### src/rtl/piso_tx_pkg.sv
// piso_tx_pkg: shared FSM state type and default word width for piso_tx
package piso_tx_pkg;
  localparam int DEFAULT_WIDTH = 4;
  typedef enum logic {IDLE = 1'b0, SHIFT = 1'b1} state_t;
endpackage

### src/rtl/piso_tx.sv
// piso_tx: valid/ready parallel-in serial-out transmitter with zero-gap back-to-back words and a word counter
module piso_tx
  import piso_tx_pkg::*;
#(
  parameter int WIDTH     = DEFAULT_WIDTH,
  parameter bit LSB_FIRST = 1'b0
) (
  input  logic             clk,
  input  logic             rst,
  input  logic [WIDTH-1:0] pin,
  input  logic             pin_valid,
  output logic             pin_ready,
  output logic             sout,
  output logic             sout_valid,
  output logic             sout_last,
  output logic             busy,
  output logic [7:0]       word_cnt
);
  localparam int CW = $clog2(WIDTH);
  state_t           r_state;
  logic [WIDTH-1:0] r_shift;
  logic [CW-1:0]    r_cnt;
  logic             r_sout;
  logic             r_valid;
  logic             r_last;
  logic [7:0]       r_word_cnt;
  logic [WIDTH-1:0] w_next;
  logic             w_accept;
  assign w_next     = LSB_FIRST ? r_shift >> 1 : r_shift << 1;
  assign pin_ready  = (r_state == IDLE) | r_last;
  assign w_accept   = pin_valid & pin_ready;
  assign sout       = r_sout;
  assign sout_valid = r_valid;
  assign sout_last  = r_last;
  assign busy       = r_valid;
  assign word_cnt   = r_word_cnt;
  always_ff @(posedge clk) begin
    if (rst) begin
      r_state    <= IDLE;
      r_shift    <= '0;
      r_cnt      <= '0;
      r_sout     <= 1'b0;
      r_valid    <= 1'b0;
      r_last     <= 1'b0;
      r_word_cnt <= '0;
    end else begin
      if (r_last) r_word_cnt <= r_word_cnt + 8'd1;
      if (w_accept) begin
        r_state <= SHIFT;
        r_shift <= pin;
        r_cnt   <= CW'(WIDTH - 1);
        r_sout  <= LSB_FIRST ? pin[0] : pin[WIDTH-1];
        r_valid <= 1'b1;
        r_last  <= 1'b0;
      end else if (r_last) begin
        r_state <= IDLE;
        r_shift <= '0;
        r_cnt   <= '0;
        r_sout  <= 1'b0;
        r_valid <= 1'b0;
        r_last  <= 1'b0;
      end else if (r_state == SHIFT) begin
        r_shift <= w_next;
        r_cnt   <= r_cnt - 1'b1;
        r_sout  <= LSB_FIRST ? w_next[0] : w_next[WIDTH-1];
        r_last  <= (r_cnt == CW'(1));
      end
    end
  end
endmodule

### config.mk
export PLATFORM = sky130hd
export DESIGN_NAME = piso_tx
export DESIGN_NICKNAME = d
export VERILOG_FILES = /design/src/rtl/piso_tx_pkg.sv /design/src/rtl/piso_tx.sv
export SDC_FILE = /design/constraint.sdc
export NUM_CORES = 1
export LEC_CHECK = 0
export ABC_AREA = 1
export CORE_AREA = 2 2 53 55
export DETAILED_ROUTE_END_ITERATION = 7
export DIE_AREA = 0 0 55 57
export PLACE_DENSITY = 0.59
export SLEW_MARGIN = 20
export SYNTH_ARGS = -nofsm -noshare
export SYNTH_HDL_FRONTEND = slang
export SYNTH_SLANG_ARGS = --single-unit
### constraint.sdc
create_clock -name clk -period 1.6 [get_ports clk]
set_input_delay 0.24 -clock clk [delete_from_list [all_inputs] [get_ports clk]]
set_output_delay 0.24 -clock clk [all_outputs]
set_load 0.02 [all_outputs]
# After elaboration in Yosys (flattened, before gate mapping)
# Cells that the tools add are included.
word_totals:
  output_inout_bits: 13
  register_bits: 16
  input_bits: 7
  word_cells: 26
classes:
  bitwise: 3
  n_eq_ne: 1
  n_addsub: 2
  muxes: 11
  n_reduce_logical: 3
op_table:
  columns: ["cell", "n"]
  rows:
  - ["$mux 3", 3]
  - ["$add 8x1->8 const B", 1]
  - ["$mux 2", 3]
  - ["$mux 1", 5]
  - ["$reduce_or 4->1", 1]
  - ["$reduce_bool 3->1", 1]
  - ["$eq 2x1->1 const B", 1]
  - ["$reduce_bool 2->1", 1]
  - ["$sub 2x1->2 const B", 1]
  - ["$and 1x1->1", 1]
  - ["$not 1->1", 1]
  - ["$or 1x1->1", 1]

# Longest topological paths before layout
depth:
  ltp_word: 4
  ltp_mapped: 8
  ltp_nobuf: 8

# Worst setup path after synthesis
# Ideal clock, no wire load.
synth_timing:
  path_type: "reg2reg"
  from: "register r_word_cnt[0] (netlist: word_cnt[0])"
  to: "register r_word_cnt[6] (netlist: word_cnt[6])"
  arrival_ns: 1.111
  path_stages_with_launch: 7
  period_less_slack_ns: 1.226
  setup_ns: 0.115
  path_slack_ns: 0.374
  cell_sequence: "dfxtp_1 > ha_1 > nand3_1 > nor2_2 > nand3_1 > nand2_1 > nor2_1"
synth_between:
  elab_chain_len: 1
synth_lines:
  columns: ["element", "line_no", "source"]
  rows:
  - ["start: declaration", "piso_tx.sv:26", "logic [7:0] r_word_cnt;"]
  - ["start signal: assignment", "piso_tx.sv:47", "if (r_last) r_word_cnt <= r_word_cnt + 8'd1;"]
  - ["$add 8x1->8", "piso_tx.sv:47", null]
# No other way between the ends.
# A chain may end at the register's enable or synchronous reset.

# Worst setup path after layout
layout_timing:
  from: "register r_word_cnt[0] (netlist: word_cnt[0])"
  to: "output port word_cnt[0]"
layout_lines:
  columns: ["element", "line_no", "source"]
  rows:
  - ["end: declaration", "piso_tx.sv:17", "output logic [7:0] word_cnt"]
# No word-level cell between the ends.

==> impl_metrics.py <==
metrics = {
    "outcome": {
        "status": "completed",
    },
    "synth": {
        "avgSynthCellArea_sq_um": 6.98,
        "netlist_instances": 107,
        "ys_seq_elements": 16,
        "synth_area_sq_um": 747,
        "yosys-top-cells-area": "dfxtp_1 (43%), nand2_1 (12%), nor2_1 (10%)",
        "ys_seq_area_share_pct": 42.9,
        "ys_types": 19,
        "synthFlopType": "dfxtp_1",
        "yosys_warnings": 0,
        "synth_top_area_share_pct": 42.9,
        "synth_top_area_cell": "dfxtp_1",
        "syn-num-nets": 116,
        "synthArstFlopShare_pct": 0,
        "synth_edf_count": 0,
    },
    "critical_path": {
        "cp_cell_sequence": "clkdlybuf4s50_1",
        "cp_max_fo": 4,
        "r2r_end": "word_cnt[6]$_SDFFE_PP0P_",
        "crit_family": "buffers and inverters",
        "path_depth": 1,
        "setup.worst_path.class": "register to output port",
        "crit_buf_inv": 1,
        "critPathRequiredTime_ns": 1.36,
        "rr_startpoint": "word_cnt[0]$_SDFFE_PP0P_",
        "worstPathArrival_ns": 1.30,
        "crit_path_max_incr_delay_ns": 0.62,
        "ff2ff_path_depth": 6,
        "reg2reg_slack_ns": 0.43,
        "start_kind": "register",
        "slowest_stage": "clkdlybuf4s50_1",
        "worst_setup_path_end_kind": "output port",
    },
    "placed_design": {
        "hpwl_um": 1080,
        "gp_congestion": 0.811,
        "dp_worst_setup_slack_ns": 0.243,
        "io_buffers": 19,
    },
    "final_layout": {
        "mostFrequentLayoutCells": "nand2_1 (24), nor2_1 (20), dfxtp_1 (16), clkdlybuf4s50_1 (15), inv_1 (11)",
        "layout_commonest_cell": "nand2_1",
        "diodes": 0,
        "drive_above_1_share_pct": 14.0,
        "nFillCells": 302,
        "synthToLayoutAreaGrowth_pct": 33.5,
        "finalNetCount": 140,
    },
    "timing": {
        "slew_headroom_pct": 81.9,
        "hold_viol": 0,
        "tightestPinTransition_ns": 0.272,
        "rsz0062_at_grt": "no",
        "fmax_mhz": 650,
        "timing.final.crit_share_pct": 96.2,
        "setup_tns_ns": 0,
        "setup_viol": 0,
        "slew_violations": 0,
        "min_period_ns": 1.54,
        "fin_skew_ns": 0.00296,
        "timing.final.ws_setup_ns": 0.0612,
    },
    "pwr": {
        "pwr-share-seq_pct": 56.3,
        "p_int_mw": 0.562,
        "p_per_area_nw_per_um2": 761,
        "p_leak_nw": 0.477,
        "peakVddDrop_v": 0.000370,
        "combPwrFrac_pct": 16.7,
        "switching_share_pct": 26.0,
        "p_sw_mw": 0.197,
        "clkPwrFrac_pct": 27.0,
    },
    "global_routing": {
        "met1_usage_pct": 13.6,
        "top_usage_layer": "met2",
        "gr-usage-all-layers_pct": 10.5,
        "grt_pass1_vias": 608,
        "grt-ovfl-total": 0,
        "grt_max_degree": 10,
        "use_met3_pct": 2.36,
        "grt_pass1_wl_um": 2380,
        "antenna_found_initial": 0,
        "grtUsageMet2_pct": 15.6,
    },
    "floorplan": {
        "die_x_um": 55,
        "fp-row-count": 19,
        "dieArea_sq_um": 3140,
        "core_area_sq_um": 2620,
        "start_util_pct": 28.6,
        "io_pins": 20,
        "die_h_um": 57,
    },
    "hold_path": {
        "hold_path_end": "r_shift[0]$_SDFFE_PP0P_",
        "hold_depth": 2,
        "hold_start": "r_shift[0]$_SDFFE_PP0P_",
        "hp-class": "register to register",
    },
    "routing": {
        "viasPerCell": 4.20,
        "ant_nets": 0,
        "dr.pass1.iters": 3,
        "drt-wirelength-per-cell_um": 8.88,
        "routed_wl_um": 1420,
        "initialDrtViolationCount": 8,
        "drc": 0,
        "vias": 672,
    },
    "clock_tree": {
        "clkSlewWorstSetupHoldPaths_ns": 0.09,
        "cts_buffers": 3,
        "htreeDepth": 1,
        "clk_path_buf_depth": 2,
        "post_cts_buffers": 0,
        "clkLatencyLatePin_ns": 0.28,
        "postCtsHoldBufs": 0,
        "cts_tree": "built",
        "root_buffer": "clkbuf_4",
        "cts_sinks": 16,
    },
    "run": {
        "maxCapViolCount": 0,
    },
}
## layout make-up
type                    instances  area (sq um)  share of cell area, %
clock buffers                   3          22.5                   2.26
inverters                      14          53.8                   5.40
multi-input cells              75           358                   35.9
flip-flops and latches         16           320                   32.1
well taps                      31          38.8                   3.89
repair buffers                 21           204                   20.5
## through the flow
step	instances	utilization, %	hold slack [ns]	total power, mW	instance area (sq um)
global route	160	38.1	0.520	0.809	997
finish	160	38.1	0.488	0.759	997
detailed placement	157	37.3	0.473	0.569	976
global placement	157	37.3	0.468	0.569	976
CTS	160	38.0	0.489	0.776	995
floorplan	107	-	0.383	0.520	747
## cells by family (layout without fill, tap and decap cells)
| group | count (synthesis) | count (layout) | synth area share [%] |
|---|---|---|---|
| compound gates | 11 | 11 | 8.04 |
| fa+ha+maj | 2 | 2 | 3.35 |
| buf+inv | 16 | 38 | 9.21 |
| flops | 16 | 16 | 42.9 |
| simple gates | 62 | 62 | 36.5 |
## worst max path at each step
stage / from / end
finish: word_cnt[0]$_SDFFE_PP0P_ / word_cnt[0]
global placement: sout_last$_SDFF_PP0_ / pin_ready
detailed placement: sout_last$_SDFF_PP0_ / pin_ready
floorplan: word_cnt[0]$_SDFFE_PP0P_ / word_cnt[6]$_SDFFE_PP0P_
CTS: word_cnt[5]$_SDFFE_PP0P_ / word_cnt[5]
global route: word_cnt[0]$_SDFFE_PP0P_ / word_cnt[0]
## what timing repair did
action                                  CTS  global route
endpoints found under the setup margin    3             1
gates cloned                              0             0
resized for setup                         3             1
endpoints found under the hold margin     0             0
## layer usage
layer / up-vias / wire [um]
met5: - / 0
met4: 0 / 12
met3: 2 / 79
met2: 15 / 644
met1: 277 / 684
li1: 378 / -
## power by group through the flow
| stage | clock network [mW] | registers (mW) | logic (mW) |
|---|---|---|---|
| 6_report | 0.205 | 0.427 | 0.127 |
| 4_1_cts | 0.220 | 0.427 | 0.129 |
| 2_1_floorplan | 0 | 0.444 | 0.0756 |
| 3_5_place_dp | 0 | 0.437 | 0.132 |
| 5_1_grt | 0.235 | 0.430 | 0.144 |
| 3_3_place_gp | 0 | 0.436 | 0.132 |
## Yosys cell counts, types with 2 or more instances
| cell | instances |
|---|---|
| a21oi_1 | 6 |
| buf_4 | 2 |
| dfxtp_1 | 16 |
| ha_1 | 2 |
| inv_1 | 11 |
| inv_2 | 2 |
| nand2_1 | 24 |
| nand2_2 | 4 |
| nand3_1 | 7 |
| nor2_1 | 20 |
| o21ai_0 | 3 |
| or2_2 | 3 |
## state kept, by name (all words and copies together) (netlist names)
signal and flops:
sout 1, r_shift 3, r_cnt 2, sout_last 1, busy 1, word_cnt 8
## worst min-delay path, delay by kind of cell, from the launching register on
family	cells	cell delay, ns
AO/OA/AOI/OAI	1	0.05
flip-flops	1	0.32
AND/OR/NAND/NOR	1	0.09
No activity file was read; power rests on OpenSTA's default activity.
==> RTL change 1: new RTL, same settings <==
`DEFAULT_WIDTH`: 4 -> 2.
--- a/src/rtl/piso_tx_pkg.sv
+++ b/src/rtl/piso_tx_pkg.sv
@@ -1,6 +1,6 @@
 // piso_tx_pkg: shared FSM state type and default word width for piso_tx
 package piso_tx_pkg;
-  localparam int DEFAULT_WIDTH = 4;
+  localparam int DEFAULT_WIDTH = 2;
   typedef enum logic {IDLE = 1'b0, SHIFT = 1'b1} state_t;
 endpackage
 
Interface: changed (resized pin); port bits go from 20 to 18. No check against the original RTL was run, so the function may have changed too.
==> RTL change 1 against the original RTL <==
Worst hold slack got worse by 0.014 ns; synthesized area decreased by 22%; cell count decreased by 18%; critical path depth unchanged; clock skew about the same; setup slack improved by 0.017 ns; sequential cell count decreased by 3; sequential power decreased by 20%; final area decreased by 17%; routed wire length decreased by 17%; sequential share of layout area decreased by 0.65 points; total power decreased by 18%; highest routed layer is now met3.
==> RTL change 1: results (changes against the original RTL) <==
[layout]
nets=107  ; was 140
drive_above_1_share_pct=12.0  ; was 14.0%
fillerInstances=301  ; was 302
largest_reg_flops=8  ; unchanged
diodes=0  ; unchanged

[power]
power.leakage_nw=0.403  ; was 0.477 nW
ir_drop_uv=353  ; was 370 µV
switching_share_pct=25.0  ; was 26.0%

[global_route]
track_usage_pct=8.79  ; was 10.5%
grt_max_degree=10  ; unchanged
grt_pass1_wl_um=2060  ; was 2380 µm
antenna_found_initial=0  ; unchanged
first_global_vias=511  ; was 608

[critical_path]
crit_fanout=4  ; unchanged
slowest_delay_ns=0.63
crit_family=buffers and inverters  ; unchanged
cp.arrival_ns=1.28  ; was 1.30 ns

[status]
status=finished, final reports clean  ; unchanged

[detailed_routing]
viasPerCell=4.09  ; was 4.20
routed_wl_um=1180  ; was 1420 µm
drt_iter0_drc=7  ; was 8
dr.pass1.iters=4  ; was 3

[clock_tree]
clk_pin_slew_ns=0.08
cts_buffer_depth=2  ; unchanged
insertion_delay_ns=0.27

[synthesis]
synth_cell_types=20  ; was 19
yosysSeqAreaShare_pct=44.8  ; was 42.9%
ys_top_cells_by_area=dfxtp_1, nand2_1, inv_1, a21oi_1, nor2_1  ; was dfxtp_1, nand2_1, nor2_1, inv_1, nand3_1
synthTopCellsByCount=nand2_1, dfxtp_1, inv_1, nor2_1, a21oi_1  ; was nand2_1, nor2_1, dfxtp_1, inv_1, nand3_1
ys_warn_count=0  ; unchanged
syn_nets=84  ; was 116
async_reset_ff_share_pct=0  ; unchanged

[placed_design]
hpwl_um=921  ; was 1080 µm
port_buffers=17  ; was 19
pre_cts_slack_ns=0.249  ; was 0.243 ns
gp_congestion=0.703  ; was 0.811

[timing]
slew_headroom_pct=82.1  ; was 81.9%
finClkSkew_ns=0.00246  ; was 0.00296 ns

RTL change 1: cell types whose count changed in the layout (fill, tap and decap cells not counted), sizes merged, moves of 2 or more:
| cell | before | now |
|---|---|---|
| or2 | 3 | 0 |
| inv | 13 | 11 |
| clkdlybuf4s50 | 15 | 11 |
| dfxtp | 16 | 13 |
| nor2 | 22 | 12 |
| dlymetal6s2s | 1 | 3 |
| nand2 | 28 | 17 |
RTL change 1: worst min-delay path, delay by kind of cell (launching register included):
family / cells / cell delay, ns
compound gates: 1 / 0.05
flops: 1 / 0.32
simple gates: 1 / 0.06
RTL change 1: worst paths after layout:
path	endpoint	slack [ns]	from	depth (start not counted)
worst min register to register	r_shift[0]	0.47	r_shift[0]	2
worst max register to register	word_cnt[6]	0.43	word_cnt[0]	6
worst max-delay path	word_cnt[3]	0.08	word_cnt[3]	1
worst min-delay path	r_shift[0]	0.47	r_shift[0]	2
RTL change 1: timing repair:
action	in CTS	in global routing
setup buffers	0	0
endpoints found under the setup margin	3	3
resized for setup	3	3
RTL change 1: cell families after synthesis:
group,after synthesis,synth area share (%)
AOI/OAI and AO/OA,12,11.0
and+or+nand+nor,40,33.6
adders and majority gates,1,2.15
DFF,13,44.8
buffers and inverters,12,8.41
RTL change 1: power groups by stage:
stage	combinational [mW]	clock (mW)	sequential (mW)
floorplan	0.0358	0	0.359
global placement	0.0837	0	0.350
detailed placement	0.0844	0	0.351
CTS	0.0809	0.207	0.343
global route	0.0890	0.231	0.344
finish	0.0789	0.201	0.343
RTL change 1: cell type report:
type / instances / area, µm² / area share (%)
multi-input combinational: 53 / 272 / 32.8
sequential: 13 / 260 / 31.5
timing repair buffer: 19 / 189 / 22.8
inverter: 11 / 41.3 / 4.99
tap: 31 / 38.8 / 4.69
clock buffer: 4 / 26.3 / 3.18
RTL change 1: routing by layer:
| metal | vias to the layer above | track usage [%] | wire length [µm] |
|---|---|---|---|
| li1 | 294 | - | - |
| met1 | 231 | 11.1 | 550 |
| met2 | 11 | 13.4 | 571 |
| met3 | 0 | 3.40 | 59 |
| met4 | 0 | 3.14 | 0 |
| met5 | - | 0 | 0 |
RTL change 1: metrics by stage:
step / instances / hold slack (ns) / power (mW) / utilization (%) / area (µm²)
after floorplan: 78 / 0.309 / 0.395 / - / 581
after global placement: 127 / 0.455 / 0.434 / 30.5 / 797
after detailed placement: 127 / 0.462 / 0.435 / 30.5 / 797
after CTS: 131 / 0.479 / 0.631 / 31.3 / 820
after global routing: 131 / 0.514 / 0.664 / 31.6 / 827
final: 131 / 0.474 / 0.623 / 31.6 / 827
==> RTL change 2: new RTL, same settings <==
Made on the original files. Put one more register stage on the output `word_cnt`, with the module's reset. The value now appears one clock later. The other outputs are not delayed to match.
--- a/src/rtl/piso_tx.sv
+++ b/src/rtl/piso_tx.sv
@@ -33,7 +33,13 @@
   assign sout_valid = r_valid;
   assign sout_last  = r_last;
   assign busy       = r_valid;
-  assign word_cnt   = r_word_cnt;
+  always_ff @(posedge clk) begin
+    if (rst) begin
+      word_cnt <= '0;
+    end else begin
+      word_cnt <= r_word_cnt;
+    end
+  end
   always_ff @(posedge clk) begin
     if (rst) begin
       r_state    <= IDLE;
Behaviour: not the same (a bounded check fails within 10 cycles, from zero or initial values and one cycle with rst high).
==> RTL change 2 against the original RTL <==
Via count rose by 22%; cell count rose by 13%; critical path depth did not move; worst hold slack got worse by 0.026 ns; total power rose by 57%; clock power rose by 120%; sequential cell count rose by 8; setup slack improved by 0.027 ns; synthesized area rose by 27%; final area rose by 23%; combinational power fell by 3%; routed wire length rose by 19%; global-route usage rose by 2.5 points; critical path type unchanged; largest cell class is now sequential cells; largest power group unchanged.
==> RTL change 2: results (changes against the original RTL) <==
[status]
status=finished, final reports clean  ; unchanged

[global_route]
track_usage_pct=13.1  ; was 10.5%
grt_pass1_wl_um=3060  ; was 2380 µm
first_global_vias=748  ; was 608
grt_max_degree=15  ; was 10

[layout]
top_regs=r_word_cnt (8), word_cnt (8), r_shift (3)
drive_above_1_share_pct=10.7  ; was 14.0%
nets=159  ; was 140

[synthesis]
syn_nets=135  ; was 116
ys_top_cells_by_area=dfxtp_1, nand2_1, nor2_1, inv_1, nand3_1  ; unchanged
synthCells=126  ; was 107
synthTopCellsByCount=dfxtp_1, nand2_1, nor2_1, inv_1, nand3_1  ; was nand2_1, nor2_1, dfxtp_1, inv_1, nand3_1
ys_warn_count=0  ; unchanged
yosysSeqAreaShare_pct=50.8  ; was 42.9%

[clock_tree]
clk_pin_slew_ns=0.14  ; was 0.09 ns
cts-root-buf=clkbuf_4  ; unchanged
cts-resized-gates=4  ; was 3
insertion_delay_ns=0.31  ; was 0.28 ns
numCtsBuffers=3  ; unchanged
cts_buffer_depth=2  ; unchanged

[detailed_routing]
dr.pass1.iters=4  ; was 3
top_layer_used=met4  ; unchanged
wl_met1_um=762  ; was 684 µm
routed_wl_um=1700  ; was 1420 µm
dr_wl_met2_um=826  ; was 644 µm
routed-wl-met3_um=93  ; was 79 µm
wire_per_inst_um=9.43  ; was 8.88 µm
drt_iter0_drc=18  ; was 8
viasPerCell=4.54  ; was 4.20

[placed_design]
dp_cells=176  ; was 157
gp_congestion=0.777  ; was 0.811
hpwl_um=1310  ; was 1080 µm

[timing]
finClkSkew_ns=0.00319  ; was 0.00296 ns
hold_slack_ns=0.462  ; was 0.488 ns
slew_headroom_pct=81.8  ; was 81.9%
tns_ns=0  ; unchanged

[critical_path]
crit_fanout=2  ; was 4
slowest_delay_ns=0.60  ; was 0.62 ns
r2r_setup_slack_ns=0.46  ; was 0.43 ns
critPathSlowestCell=clkdlybuf4s50_1  ; unchanged

[power]
ir_drop_uv=560  ; was 370 µV
power.leakage_nw=0.534  ; was 0.477 nW

[min_path]
hp-class=flip-flop to flip-flop  ; unchanged

==> RTL change 2: cell count changes in the layout (fill, tap and decap cells not counted), moves of 2 or more <==
cell | before | now
nand2_2 | 4 | 2
o21ai_0 | 3 | 5
nor3_1 | 1 | 3
inv_1 | 11 | 16
dfxtp_1 | 16 | 24
nor2_1 | 20 | 23
or2_2 | 3 | 0
nand3_1 | 7 | 9
==> RTL change 2: worst paths after layout <==
check                                   start            end  depth (start not counted)
worst min register to register  r_word_cnt[7]    word_cnt[7]                          2
worst max-delay path                     sout           sout                          1
worst max register to register  r_word_cnt[0]  r_word_cnt[6]                          6
worst min-delay path            r_word_cnt[7]    word_cnt[7]                          2
==> RTL change 2: layer usage <==
layer	GRT usage, %	up-vias
met3	2.62	2
met2	20.9	18
met1	16.4	360
li1	-	438
met5	0	-
met4	6.27	0
==> RTL change 2: logic make-up (layout without fill, tap and decap cells) <==
family | Yosys count | in the layout | synth area share (%)
simple gates | 64 | 64 | 29.1
compound gates | 14 | 14 | 8.33
fa+ha+maj | 2 | 2 | 2.65
flops | 24 | 24 | 50.8
buf+inv | 22 | 45 | 9.13
==> RTL change 2: layout make-up <==
type                            instances  area, µm²
Fill cell                             281       1390
Sequential cell                        24        480
Multi-Input combinational cell         80        379
Timing Repair Buffer                   21        200
Inverter                               20       75.1
Tap cell                               31       38.8
Clock inverter                          1       30.0
Clock buffer                            3       22.5
==> RTL change 2: through the flow <==
stage	utilization (%)	worst slack, ns
after floorplan	-	0.454
after global placement	45.1	0.184
after detailed placement	45.1	0.125
after CTS	46.9	0.0692
after global routing	46.9	0.00128
final	46.9	0.0884
==> RTL change 2: worst min-delay path, delay by kind of cell (launching register included) <==
| kind | cells | cell delay (ns) |
|---|---|---|
| flops | 1 | 0.34 |
| buf+inv | 1 | 0.06 |
| simple gates | 1 | 0.04 |
==> RTL change 2: power breakdown <==
group	internal, mW	total [mW]	switching (mW)
sequential	0.617	0.630	0.0129
clock	0.253	0.441	0.188
combinational	0.0537	0.123	0.0691
